File: src/rtl/ps2_host_tx_if.sv
// Command-byte handshake and completion status between a requester and the
// PS/2 host transmitter.
interface ps2_host_tx_if;
    logic [7:0] tx_data;
    logic       tx_valid;
    logic       tx_ready;
    logic       busy;
    logic       tx_done;
    logic       tx_err;

    modport master (
        output tx_data, tx_valid,
        input  tx_ready, busy, tx_done, tx_err
    );

    modport slave (
        input  tx_data, tx_valid,
        output tx_ready, busy, tx_done, tx_err
    );
endinterface

File: src/rtl/ps2_host_tx.sv
// PS/2 host-to-device transmitter: inhibit/request, shift one odd-parity
// frame out on device clock falls, then check the device ACK.
module ps2_host_tx #(
    parameter int unsigned INHIBIT_CYCLES = 12000,
    parameter int unsigned REQ_CYCLES     = 200,
    parameter int unsigned TIMEOUT_CYCLES = 2000000,
    parameter int unsigned FILTER_LEN     = 8
) (
    input  logic                clk_i,
    input  logic                rst_ni,
    ps2_host_tx_if.slave        tx_if,
    input  logic                ps2_clk_i,
    input  logic                ps2_data_i,
    output logic                ps2_clk_oe_o,
    output logic                ps2_data_oe_o
);

    localparam int unsigned FW = $clog2(FILTER_LEN + 1);

    typedef enum logic [2:0] {
        ST_IDLE, ST_INHIBIT, ST_REQ, ST_SEND,
        ST_ACK, ST_WAIT_IDLE, ST_DONE, ST_ERR
    } state_e;

    function automatic logic odd_parity(input logic [7:0] d);
        return ~^d;
    endfunction

    state_e      state_q, state_d;
    logic [31:0] cnt_q, cnt_d;
    logic [31:0] tmo_q, tmo_d;
    logic [3:0]  bit_cnt_q, bit_cnt_d;
    logic [9:0]  frame_q, frame_d;
    logic        clk_oe_q, clk_oe_d;
    logic        data_oe_q, data_oe_d;
    logic        ready_q, ready_d;
    logic        busy_q, busy_d;
    logic        done_q, done_d;
    logic        err_q, err_d;
    logic [1:0]  clk_sync_q, data_sync_q;
    logic        clk_filt_q, clk_filt_d;
    logic [FW-1:0] filt_cnt_q, filt_cnt_d;
    logic        send_oe_s;
    logic        fall_s;

    // Glitch filter: the level moves only after FILTER_LEN differing samples
    always_comb begin
        clk_filt_d = clk_filt_q;
        filt_cnt_d = '0;
        if (clk_sync_q[1] != clk_filt_q) begin
            if (filt_cnt_q == FW'(FILTER_LEN - 1)) begin
                clk_filt_d = clk_sync_q[1];
                filt_cnt_d = '0;
            end else begin
                filt_cnt_d = filt_cnt_q + FW'(1);
            end
        end else begin
            filt_cnt_d = '0;
        end
    end

    assign fall_s = clk_filt_q & ~clk_filt_d;

    // Next-state, counters and registered output decode
    always_comb begin
        state_d   = state_q;
        cnt_d     = cnt_q;
        tmo_d     = tmo_q;
        bit_cnt_d = bit_cnt_q;
        frame_d   = frame_q;
        send_oe_s = data_oe_q;
        case (state_q)
            ST_IDLE: begin
                cnt_d     = 32'd0;
                tmo_d     = 32'd0;
                bit_cnt_d = 4'd0;
                if (tx_if.tx_valid && ready_q) begin
                    frame_d = {1'b1, odd_parity(tx_if.tx_data), tx_if.tx_data};
                    state_d = ST_INHIBIT;
                end else begin
                    state_d = ST_IDLE;
                end
            end
            ST_INHIBIT: begin
                if (cnt_q == 32'(INHIBIT_CYCLES - 1)) begin
                    cnt_d   = 32'd0;
                    state_d = ST_REQ;
                end else begin
                    cnt_d = cnt_q + 32'd1;
                end
            end
            ST_REQ: begin
                if (cnt_q == 32'(REQ_CYCLES - 1)) begin
                    cnt_d     = 32'd0;
                    tmo_d     = 32'd0;
                    bit_cnt_d = 4'd0;
                    state_d   = ST_SEND;
                end else begin
                    cnt_d = cnt_q + 32'd1;
                end
            end
            ST_SEND: begin
                tmo_d = tmo_q + 32'd1;
                if (tmo_q == 32'(TIMEOUT_CYCLES - 1)) begin
                    state_d = ST_ERR;
                end else if (fall_s) begin
                    // frame_q[9] is the stop bit, so the line is released on the last fall
                    send_oe_s = ~frame_q[bit_cnt_q];
                    bit_cnt_d = bit_cnt_q + 4'd1;
                    if (bit_cnt_q == 4'd9) begin
                        state_d = ST_ACK;
                    end else begin
                        state_d = ST_SEND;
                    end
                end else begin
                    state_d = ST_SEND;
                end
            end
            ST_ACK: begin
                tmo_d = tmo_q + 32'd1;
                if (tmo_q == 32'(TIMEOUT_CYCLES - 1)) begin
                    state_d = ST_ERR;
                end else if (fall_s) begin
                    state_d = data_sync_q[1] ? ST_ERR : ST_WAIT_IDLE;
                end else begin
                    state_d = ST_ACK;
                end
            end
            ST_WAIT_IDLE: begin
                tmo_d = tmo_q + 32'd1;
                if (tmo_q == 32'(TIMEOUT_CYCLES - 1)) begin
                    state_d = ST_ERR;
                end else if (clk_filt_q && data_sync_q[1]) begin
                    state_d = ST_DONE;
                end else begin
                    state_d = ST_WAIT_IDLE;
                end
            end
            ST_DONE: state_d = ST_IDLE;
            ST_ERR:  state_d = ST_IDLE;
            default: state_d = ST_IDLE;
        endcase

        clk_oe_d = (state_d == ST_INHIBIT) || (state_d == ST_REQ);
        case (state_d)
            ST_REQ:  data_oe_d = 1'b1;
            ST_SEND: data_oe_d = send_oe_s;
            default: data_oe_d = 1'b0;
        endcase
        ready_d = (state_d == ST_IDLE);
        busy_d  = (state_d != ST_IDLE);
        done_d  = (state_d == ST_DONE);
        err_d   = (state_d == ST_ERR);
    end

    // State, datapath and output registers with synchronous active-low reset
    always_ff @(posedge clk_i) begin
        if (!rst_ni) begin
            state_q     <= ST_IDLE;
            cnt_q       <= 32'd0;
            tmo_q       <= 32'd0;
            bit_cnt_q   <= 4'd0;
            frame_q     <= 10'd0;
            clk_oe_q    <= 1'b0;
            data_oe_q   <= 1'b0;
            ready_q     <= 1'b1;
            busy_q      <= 1'b0;
            done_q      <= 1'b0;
            err_q       <= 1'b0;
            clk_sync_q  <= 2'b11;
            data_sync_q <= 2'b11;
            clk_filt_q  <= 1'b1;
            filt_cnt_q  <= '0;
        end else begin
            state_q     <= state_d;
            cnt_q       <= cnt_d;
            tmo_q       <= tmo_d;
            bit_cnt_q   <= bit_cnt_d;
            frame_q     <= frame_d;
            clk_oe_q    <= clk_oe_d;
            data_oe_q   <= data_oe_d;
            ready_q     <= ready_d;
            busy_q      <= busy_d;
            done_q      <= done_d;
            err_q       <= err_d;
            clk_sync_q  <= {clk_sync_q[0], ps2_clk_i};
            data_sync_q <= {data_sync_q[0], ps2_data_i};
            clk_filt_q  <= clk_filt_d;
            filt_cnt_q  <= filt_cnt_d;
        end
    end

    assign tx_if.tx_ready = ready_q;
    assign tx_if.busy     = busy_q;
    assign tx_if.tx_done  = done_q;
    assign tx_if.tx_err   = err_q;
    assign ps2_clk_oe_o   = clk_oe_q;
    assign ps2_data_oe_o  = data_oe_q;

endmodule
File: src/flat_wrapper.sv
// flat-port wrapper written by rule: the top's interface ports become plain ports
module ps2_host_tx_flat 
#(
    parameter int unsigned INHIBIT_CYCLES = 12000,
    parameter int unsigned REQ_CYCLES     = 200,
    parameter int unsigned TIMEOUT_CYCLES = 2000000,
    parameter int unsigned FILTER_LEN     = 8
)
  (clk_i, rst_ni, ps2_clk_i, ps2_data_i, ps2_clk_oe_o, ps2_data_oe_o, tx_if_tx_data, tx_if_tx_valid, tx_if_tx_ready, tx_if_busy, tx_if_tx_done, tx_if_tx_err);
  ps2_host_tx_if tx_if_i ();
  input  logic clk_i;
  input  logic rst_ni;
  input  logic ps2_clk_i;
  input  logic ps2_data_i;
  output logic ps2_clk_oe_o;
  output logic ps2_data_oe_o;
  input wire logic [$bits(tx_if_i.tx_data)-1:0] tx_if_tx_data;
  input wire logic [$bits(tx_if_i.tx_valid)-1:0] tx_if_tx_valid;
  output wire logic [$bits(tx_if_i.tx_ready)-1:0] tx_if_tx_ready;
  output wire logic [$bits(tx_if_i.busy)-1:0] tx_if_busy;
  output wire logic [$bits(tx_if_i.tx_done)-1:0] tx_if_tx_done;
  output wire logic [$bits(tx_if_i.tx_err)-1:0] tx_if_tx_err;
  assign tx_if_i.tx_data = tx_if_tx_data;
  assign tx_if_i.tx_valid = tx_if_tx_valid;
  assign tx_if_tx_ready = tx_if_i.tx_ready;
  assign tx_if_busy = tx_if_i.busy;
  assign tx_if_tx_done = tx_if_i.tx_done;
  assign tx_if_tx_err = tx_if_i.tx_err;
  ps2_host_tx #(.INHIBIT_CYCLES(INHIBIT_CYCLES), .REQ_CYCLES(REQ_CYCLES), .TIMEOUT_CYCLES(TIMEOUT_CYCLES), .FILTER_LEN(FILTER_LEN)) u_core (.clk_i(clk_i), .rst_ni(rst_ni), .tx_if(tx_if_i), .ps2_clk_i(ps2_clk_i), .ps2_data_i(ps2_data_i), .ps2_clk_oe_o(ps2_clk_oe_o), .ps2_data_oe_o(ps2_data_oe_o));
endmodule
File: config.mk
export PLATFORM = sky130hd
export DESIGN_NAME = ps2_host_tx_flat
export DESIGN_NICKNAME = d
export VERILOG_FILES = /design/src/rtl/ps2_host_tx_if.sv /design/src/rtl/ps2_host_tx.sv /design/src/flat_wrapper.sv
export SDC_FILE = /design/constraint.sdc
export NUM_CORES = 1
export LEC_CHECK = 0
export BUFFER_PORTS_ARGS = -buffer_cell sky130_fd_sc_hd__buf_2
export CAP_MARGIN = 20
export CORE_UTILIZATION = 40
export DETAILED_ROUTE_END_ITERATION = 8
export PLACE_DENSITY_LB_ADDON = 0.05
export SLEW_MARGIN = 15
export SYNTH_ARGS = -nofsm -noshare
export SYNTH_HDL_FRONTEND = slang
export SYNTH_SLANG_ARGS = --single-unit
File: constraint.sdc
create_clock -name clk_i -period 2.9 [get_ports clk_i]
set_input_delay 0.58 -clock clk_i [delete_from_list [all_inputs] [get_ports clk_i]]
set_output_delay 0.58 -clock clk_i [all_outputs]
set_load 0.01 [all_outputs]
==> impl_metrics.csv, run 1 <==
group,metric,value,unit
power_and_ir_drop,p_comb_frac,0.074,
sta,fin_ws,0.0861,ns
clock_tree,worstSkewPairLatency,0.35,ns
die,start_util,0.419,
critical_path,worstSetupStartpoint,"u_core.cnt_q[24]",
power_and_ir_drop,netSwitchingFraction,0.219,
logic_synthesis,synthesis.area,4880,sq um
place,place_ws,0.0943,ns
hold_path,min_path_type,"flop to flop",
grt,grt_max_degree,31,
die,row_count,39,
grt,grt.total_usage,0.195,
route,wl_per_cell,15.2,microns
place,dp_hpwl,8500,microns
critical_path,critPathLaunchType,"flop",
run_status,status,"finished clean",
logic_synthesis,synth-edff-count,0,
critical_path,critPathArrivalTime,3.06,ns
route,vias,4329,
logic_synthesis,synth_area_leader_cell,"dfxtp_1",
place,gp_congestion,0.816,
critical_path,path_max_fanout,6,
logic_synthesis,ys_top_cells_by_area,"dfxtp_1 (39%), xnor2_1 (5.0%), nor2_1 (4.5%)",
critical_path,critPathKind,"flop to flop",
route,drc,0,
grt,grt_pass1_vias,4074,
sta,setup_tns,0,ns
clock_tree,clk_pin_slew,0.07,ns
route,first_pass_iters,4,
critical_path,rr_endpoint,"u_core.tx_if.busy",
sta,period_needed,2.81,ns
cells_and_area,n_fill_cell,1170,
die,die_h,112,microns
grt,gr-total-overflow,0,
sta,max_freq,355,MHz
grt,antenna_found_initial,0,
logic_synthesis,synth_top_area_share,0.394,
sta,finalSetupViolations,0,
die,num_io_pins,19,
sta,rsz0062_at_grt,"no",
sta,relSlewSlack,0.462,
die,coreArea,11700,sq um
run,drv_cap,0,
critical_path,reg2reg_slack,0.09,ns
critical_path,endpoint_kind,"flop",
clock_tree,cts_tree,"yes",
power_and_ir_drop,pwr-share-clk,0.451,
clock_tree,clk_path_buf_depth,2,
sta,worst_pin_slew,0.807,ns
clock_tree,root_buffer,"clkbuf_16",
die,dieArea,12700,sq um
cells_and_area,fin_area,5630,sq um
logic_synthesis,synth_fp_nets,605,
place,port_buffers,18,
clock_tree,cts_buffers,9,
logic_synthesis,seq_area_frac_synth,0.394,
hold_path,hold_path_depth,1,
power_and_ir_drop,power_density,507,nW/um^2
sta,hold_viol,0,
critical_path,worstPathRequired,3.14,ns
power_and_ir_drop,leakagePower,1.97,nW
logic_synthesis,synth-main-ff-cell,"dfxtp_1",
critical_path,r2r-start,"u_core.cnt_q[24]",
clock_tree,ctsHoldBuffers,0,
power_and_ir_drop,cellInternalPower,2.23,mW
route,wirelength,11700,microns
route,drt_iter0_markers,229,
cells_and_area,nNetsFinal,640,
power_and_ir_drop,vdd_drop_max,0.000423,V
sta,finalClockSkew,0.00591,ns
sta,period_share,0.970,
logic_synthesis,syn_inst,587,
route,via_per_inst,5.63,
route,antenna_left,0,
critical_path,reg2regPathDepth,6,
logic_synthesis,syn_area_per_cell,8.32,sq um
sta,maxSlewViolCount,0,
logic_synthesis,async_flop_share,0,
cells_and_area,syn2layout_area_growth,15.4,%
power_and_ir_drop,p_sw,0.627,mW
clock_tree,htree_levels,3,
logic_synthesis,yosysUniqueCellTypes,69,
critical_path,cp-endpoint,"u_core.tx_if.busy",
grt,grt_pass1_wl,19600,microns
cells_and_area,antennaDiodeCount,0,
logic_synthesis,ys_ff_latch,96,
cells_and_area,layout-drive-gt1-share,0.136,
clock_tree,cts.sinks,96,
place,dpl_cell_area,5310,sq um
die,die_w,112,microns
power_and_ir_drop,pwr-share-seq,0.475,
logic_synthesis,ys_warn_count,0,
-- per-stage QoR --
stage	std cells	util	power (mW)	hold WS, ns
after floorplan	587	-	1.54	0.386
after global placement	754	0.455	1.60	0.396
after detailed placement	754	0.455	1.60	0.398
after CTS	769	0.483	2.89	0.407
after global routing	769	0.483	2.98	0.401
final	769	0.483	2.86	0.410
-- worst min-delay path by stage --
stage                                  endpoint  slack (ns)                   from
after floorplan            u_core.clk_sync_q[1]        0.39   u_core.clk_sync_q[0]
after global placement    u_core.data_sync_q[1]        0.40  u_core.data_sync_q[0]
after detailed placement  u_core.data_sync_q[1]        0.40  u_core.data_sync_q[0]
after CTS                  u_core.clk_sync_q[0]        0.41              ps2_clk_i
after global routing       u_core.clk_sync_q[0]        0.40              ps2_clk_i
final                     u_core.data_sync_q[1]        0.41  u_core.data_sync_q[0]
-- power groups by stage --
stage | combinational, mW | sequential (mW) | clock [mW]
6_report | 0.212 | 1.36 | 1.29
3_5_place_dp | 0.212 | 1.39 | 0
3_3_place_gp | 0.210 | 1.39 | 0
5_1_grt | 0.235 | 1.36 | 1.38
4_1_cts | 0.213 | 1.36 | 1.32
2_1_floorplan | 0.150 | 1.39 | 0
-- critical path, stage by stage (launching register included) --
cell	delay, ns
dfxtp_1	0.35
or4_1	0.52
or3_4	0.37
or4_4	0.51
a221o_1	0.36
or2_1	0.30
o31a_1	0.31
-- layer usage --
layer  routed length, microns  GRT usage  up-vias  share of wire
met5                        0          0        -              0
li1                         -          -     2223              -
met4                      180     0.0676        0          0.015
met3                      321     0.0497       12          0.027
met1                     5730      0.243     2048           0.49
met2                     5450      0.327       46           0.47
-- cell families after synthesis --
logic type      share of synthesized area
flops                               0.394
xor+xnor                           0.0664
fa+ha+maj                          0.0128
mux                                0.0338
simple gates                        0.270
compound gates                      0.187
buf+inv                            0.0366
-- layout by cell type, fill, tap and decap left out, types with 3 or more instances in the layout --
cell type	netlist	final
xnor2_1	28	28
nand3_1	29	29
nor3_1	16	16
and2_1	3	3
a31oi_1	20	20
inv_1	14	14
ha_1	5	5
o211ai_1	6	6
nand4_1	11	11
a211o_1	3	3
a2111oi_0	5	4
buf_4	0	35
o31ai_1	4	4
nor2b_1	6	6
a211oi_1	10	10
a41oi_1	3	3
o21ai_0	22	22
and3_1	16	16
nor4_1	13	13
mux2i_1	12	12
a21oi_1	33	33
and4_1	3	3
clkbuf_16	0	9
nand2b_1	10	10
o2111ai_1	3	3
nor2_1	59	59
or3_1	13	13
or4_1	5	5
xor2_1	9	9
buf_2	1	18
a21o_1	5	5
dfxtp_1	96	96
nand2_1	50	50
-- final cells by class --
type                    count  area, sq um  share of cell area
multi-input cells         446         2780               0.494
flip-flops and latches     96         1920               0.341
repair buffers             54          373              0.0662
clock buffers              12          256              0.0455
well taps                 143          179              0.0318
clock inverters             3         65.1              0.0115
inverters                  15         56.3             0.00999
-- flip-flops by register name, indices dropped and copies added, names as in the netlist --
signal                 cells
u_core.cnt_q              32
u_core.bit_cnt_q           4
u_core.frame_q            10
u_core.tx_if.tx_err        1
u_core.tmo_q              32
u_core.tx_if.busy          1
u_core.ps2_data_oe_o       1
u_core.tx_if.tx_done       1
u_core.clk_sync_q          2
u_core.ps2_clk_oe_o        1
u_core.state_q             3
u_core.clk_filt_q          1
u_core.data_sync_q         2
u_core.filt_cnt_q          4
u_core.tx_if.tx_ready      1
-- cells in the mapped netlist, types with 3 or more instances --
cell type / instances
inv_1: 14
and3_1: 16
xor2_1: 9
o2111ai_1: 3
nand4_1: 11
xnor2_1: 28
a31oi_1: 20
or3_1: 13
mux2i_1: 12
nand3_1: 29
nor2b_1: 6
or4_1: 5
nor4_1: 13
nor3_1: 16
and4_1: 3
and2_1: 3
o31ai_1: 4
nand2b_1: 10
o211ai_1: 6
a2111oi_0: 5
nand2_1: 50
o21ai_0: 22
clkbuf_1: 26
dfxtp_1: 96
ha_1: 5
a21o_1: 5
a41oi_1: 3
nor2_1: 59
a211oi_1: 10
a21oi_1: 33
a211o_1: 3
-- what timing repair did --
item,4_1_cts,5_1_grt
hold endpoints to repair,0,0
resized for setup,0,1
setup buffers,0,0
endpoints found under the setup margin,0,1
(Power assumes the default switching activity.)
==> run 2, diff against run 1 <==
--- a/config.mk
+++ b/config.mk
@@ -7,8 +7,9 @@
 export LEC_CHECK = 0
 export BUFFER_PORTS_ARGS = -buffer_cell sky130_fd_sc_hd__buf_2
 export CAP_MARGIN = 20
-export CORE_UTILIZATION = 40
+export CORE_UTILIZATION = 45
 export DETAILED_ROUTE_END_ITERATION = 8
+export MAX_ROUTING_LAYER = met4
 export PLACE_DENSITY_LB_ADDON = 0.05
 export SLEW_MARGIN = 15
 export SYNTH_ARGS = -nofsm -noshare
==> impl_metrics.csv, run 2 (synthesized netlist as in run 1, its figures left out) <==
group,metric,value,unit
place,dp_hpwl,8380,microns
clock_tree,cts_buffers,9,
route,via_per_inst,5.72,
cells_and_area,nNetsFinal,634,
power_and_ir_drop,leakagePower,1.90,nW
clock_tree,root_buffer,"clkbuf_8",
run,drv_cap,0,
die,dieArea,11300,sq um
clock_tree,worstSkewPairLatency,0.39,ns
place,gp_congestion,0.835,
sta,finalClockSkew,0.0147,ns
route,drc,0,
cells_and_area,final_common_cell,"dfxtp_1",
clock_tree,cts.sinks,96,
route,antenna_left,0,
die,row_count,37,
sta,setup_tns,0,ns
grt,grt_max_degree,38,
sta,period_share,0.972,
sta,max_freq,355,MHz
sta,relSlewSlack,0.652,
cells_and_area,reg_top3,"u_core.cnt_q: 32 flops, u_core.tmo_q: 32 flops, u_core.frame_q: 10 flops",
sta,rsz0062_at_grt,"no",
grt,gr-total-overflow,0,
route,wl_per_cell,15.3,microns
cells_and_area,antennaDiodeCount,0,
critical_path,r2r-start,"u_core.cnt_q[24]",
power_and_ir_drop,power_density,477,nW/um^2
cells_and_area,syn2layout_area_growth,12.9,%
place,dp_cells,741,
die,die_w,106,microns
critical_path,endpoint_kind,"flop",
route,wirelength,11600,microns
grt,grt_pass1_wl,19900,microns
critical_path,critPathLaunchType,"flop",
sta,worst_pin_slew,0.509,ns
critical_path,critPathKind,"flop to flop",
die,num_io_pins,19,
grt,antenna_found_initial,0,
sta,hold_viol,0,
critical_path,path_max_fanout,6,
power_and_ir_drop,vdd_drop_max,0.000339,V
clock_tree,clk_path_buf_depth,2,
sta,maxSlewViolCount,0,
clock_tree,post_cts_buffers,0,
critical_path,critPathArrivalTime,3.10,ns
cells_and_area,layout-drive-gt1-share,0.134,
grt,grt_pass1_vias,4245,
route,vias,4331,
critical_path,worstSetupStartpoint,"u_core.cnt_q[24]",
die,die_h,106,microns
run_status,status,"finished clean",
route,drt_iter0_markers,191,
route,first_pass_iters,4,
cells_and_area,mostFrequentLayoutCells,"dfxtp_1 (96), nor2_1 (59), nand2_1 (50), a21oi_1 (33)",
hold_path,hp-start,"ps2_data_i",
sta,period_needed,2.82,ns
grt,grt.total_usage,0.228,
die,start_util,0.469,
sta,finalSetupViolations,0,
sta,whs,0.379,ns
clock_tree,cts_tree,"yes",
cells_and_area,finalNonFillerCells,757,
clock_tree,htree_levels,3,
die,coreArea,10400,sq um
place,port_buffers,18,
hold_path,min_path_type,"input pin to flop",
critical_path,worstPathRequired,3.19,ns
clock_tree,clk_pin_slew,0.10,ns
[run 2: worst paths after layout]
kind / to / slack (ns) / cells after the start
setup reg to reg: u_core.tx_if.busy / 0.08 / 6
hold reg to reg: u_core.data_sync_q[1] / 0.40 / 1
setup / recovery: u_core.tx_if.busy / 0.08 / 6
hold / removal: u_core.data_sync_q[0] / 0.38 / 2
[run 2: worst max-delay path, cell delays in order, from the launching register on]
cell and delay, ns:
dfxtp_1 0.36, or4_1 0.52, or3_4 0.37, or4_4 0.51
a221o_1 0.36, or2_1 0.30, o31a_1 0.32
[run 2: cell type report]
| class | instances | area (sq um) |
|---|---|---|
| clock buffers | 9 | 124 |
| repair buffers | 48 | 328 |
| flip-flops and latches | 96 | 1920 |
| multi-input cells | 446 | 2800 |
| clock inverters | 7 | 119 |
| fillers | 1013 | 4900 |
| inverters | 15 | 56.3 |
| well taps | 136 | 170 |
[run 2: power by group]
| group | internal [mW] | switching, mW |
|---|---|---|
| registers | 1.34 | 0.0190 |
| logic | 0.0865 | 0.117 |
| clock network | 0.574 | 0.488 |
| total | 2.00 | 0.624 |
[run 2: metal layers]
layer	track usage	routed length [microns]
met1	0.273	5440
met4	0.0863	119
met2	0.380	5720
met5	-	0
met3	0.0435	330
[run 2: through the flow]
stage / worst slack (ns) / total power, mW / instance area, sq um / util
after floorplan: 0.160 / 1.54 / 4880 / -
after global placement: 0.123 / 1.59 / 5260 / 0.505
after detailed placement: 0.0958 / 1.60 / 5260 / 0.505
after CTS: 0.0793 / 2.66 / 5500 / 0.528
after global routing: 0.0150 / 2.74 / 5510 / 0.529
final: 0.0817 / 2.63 / 5510 / 0.529
[run 2: what timing repair did]
action	in CTS	in global routing
setup endpoints to repair	0	1
resized for setup	0	3
hold buffers	0	0
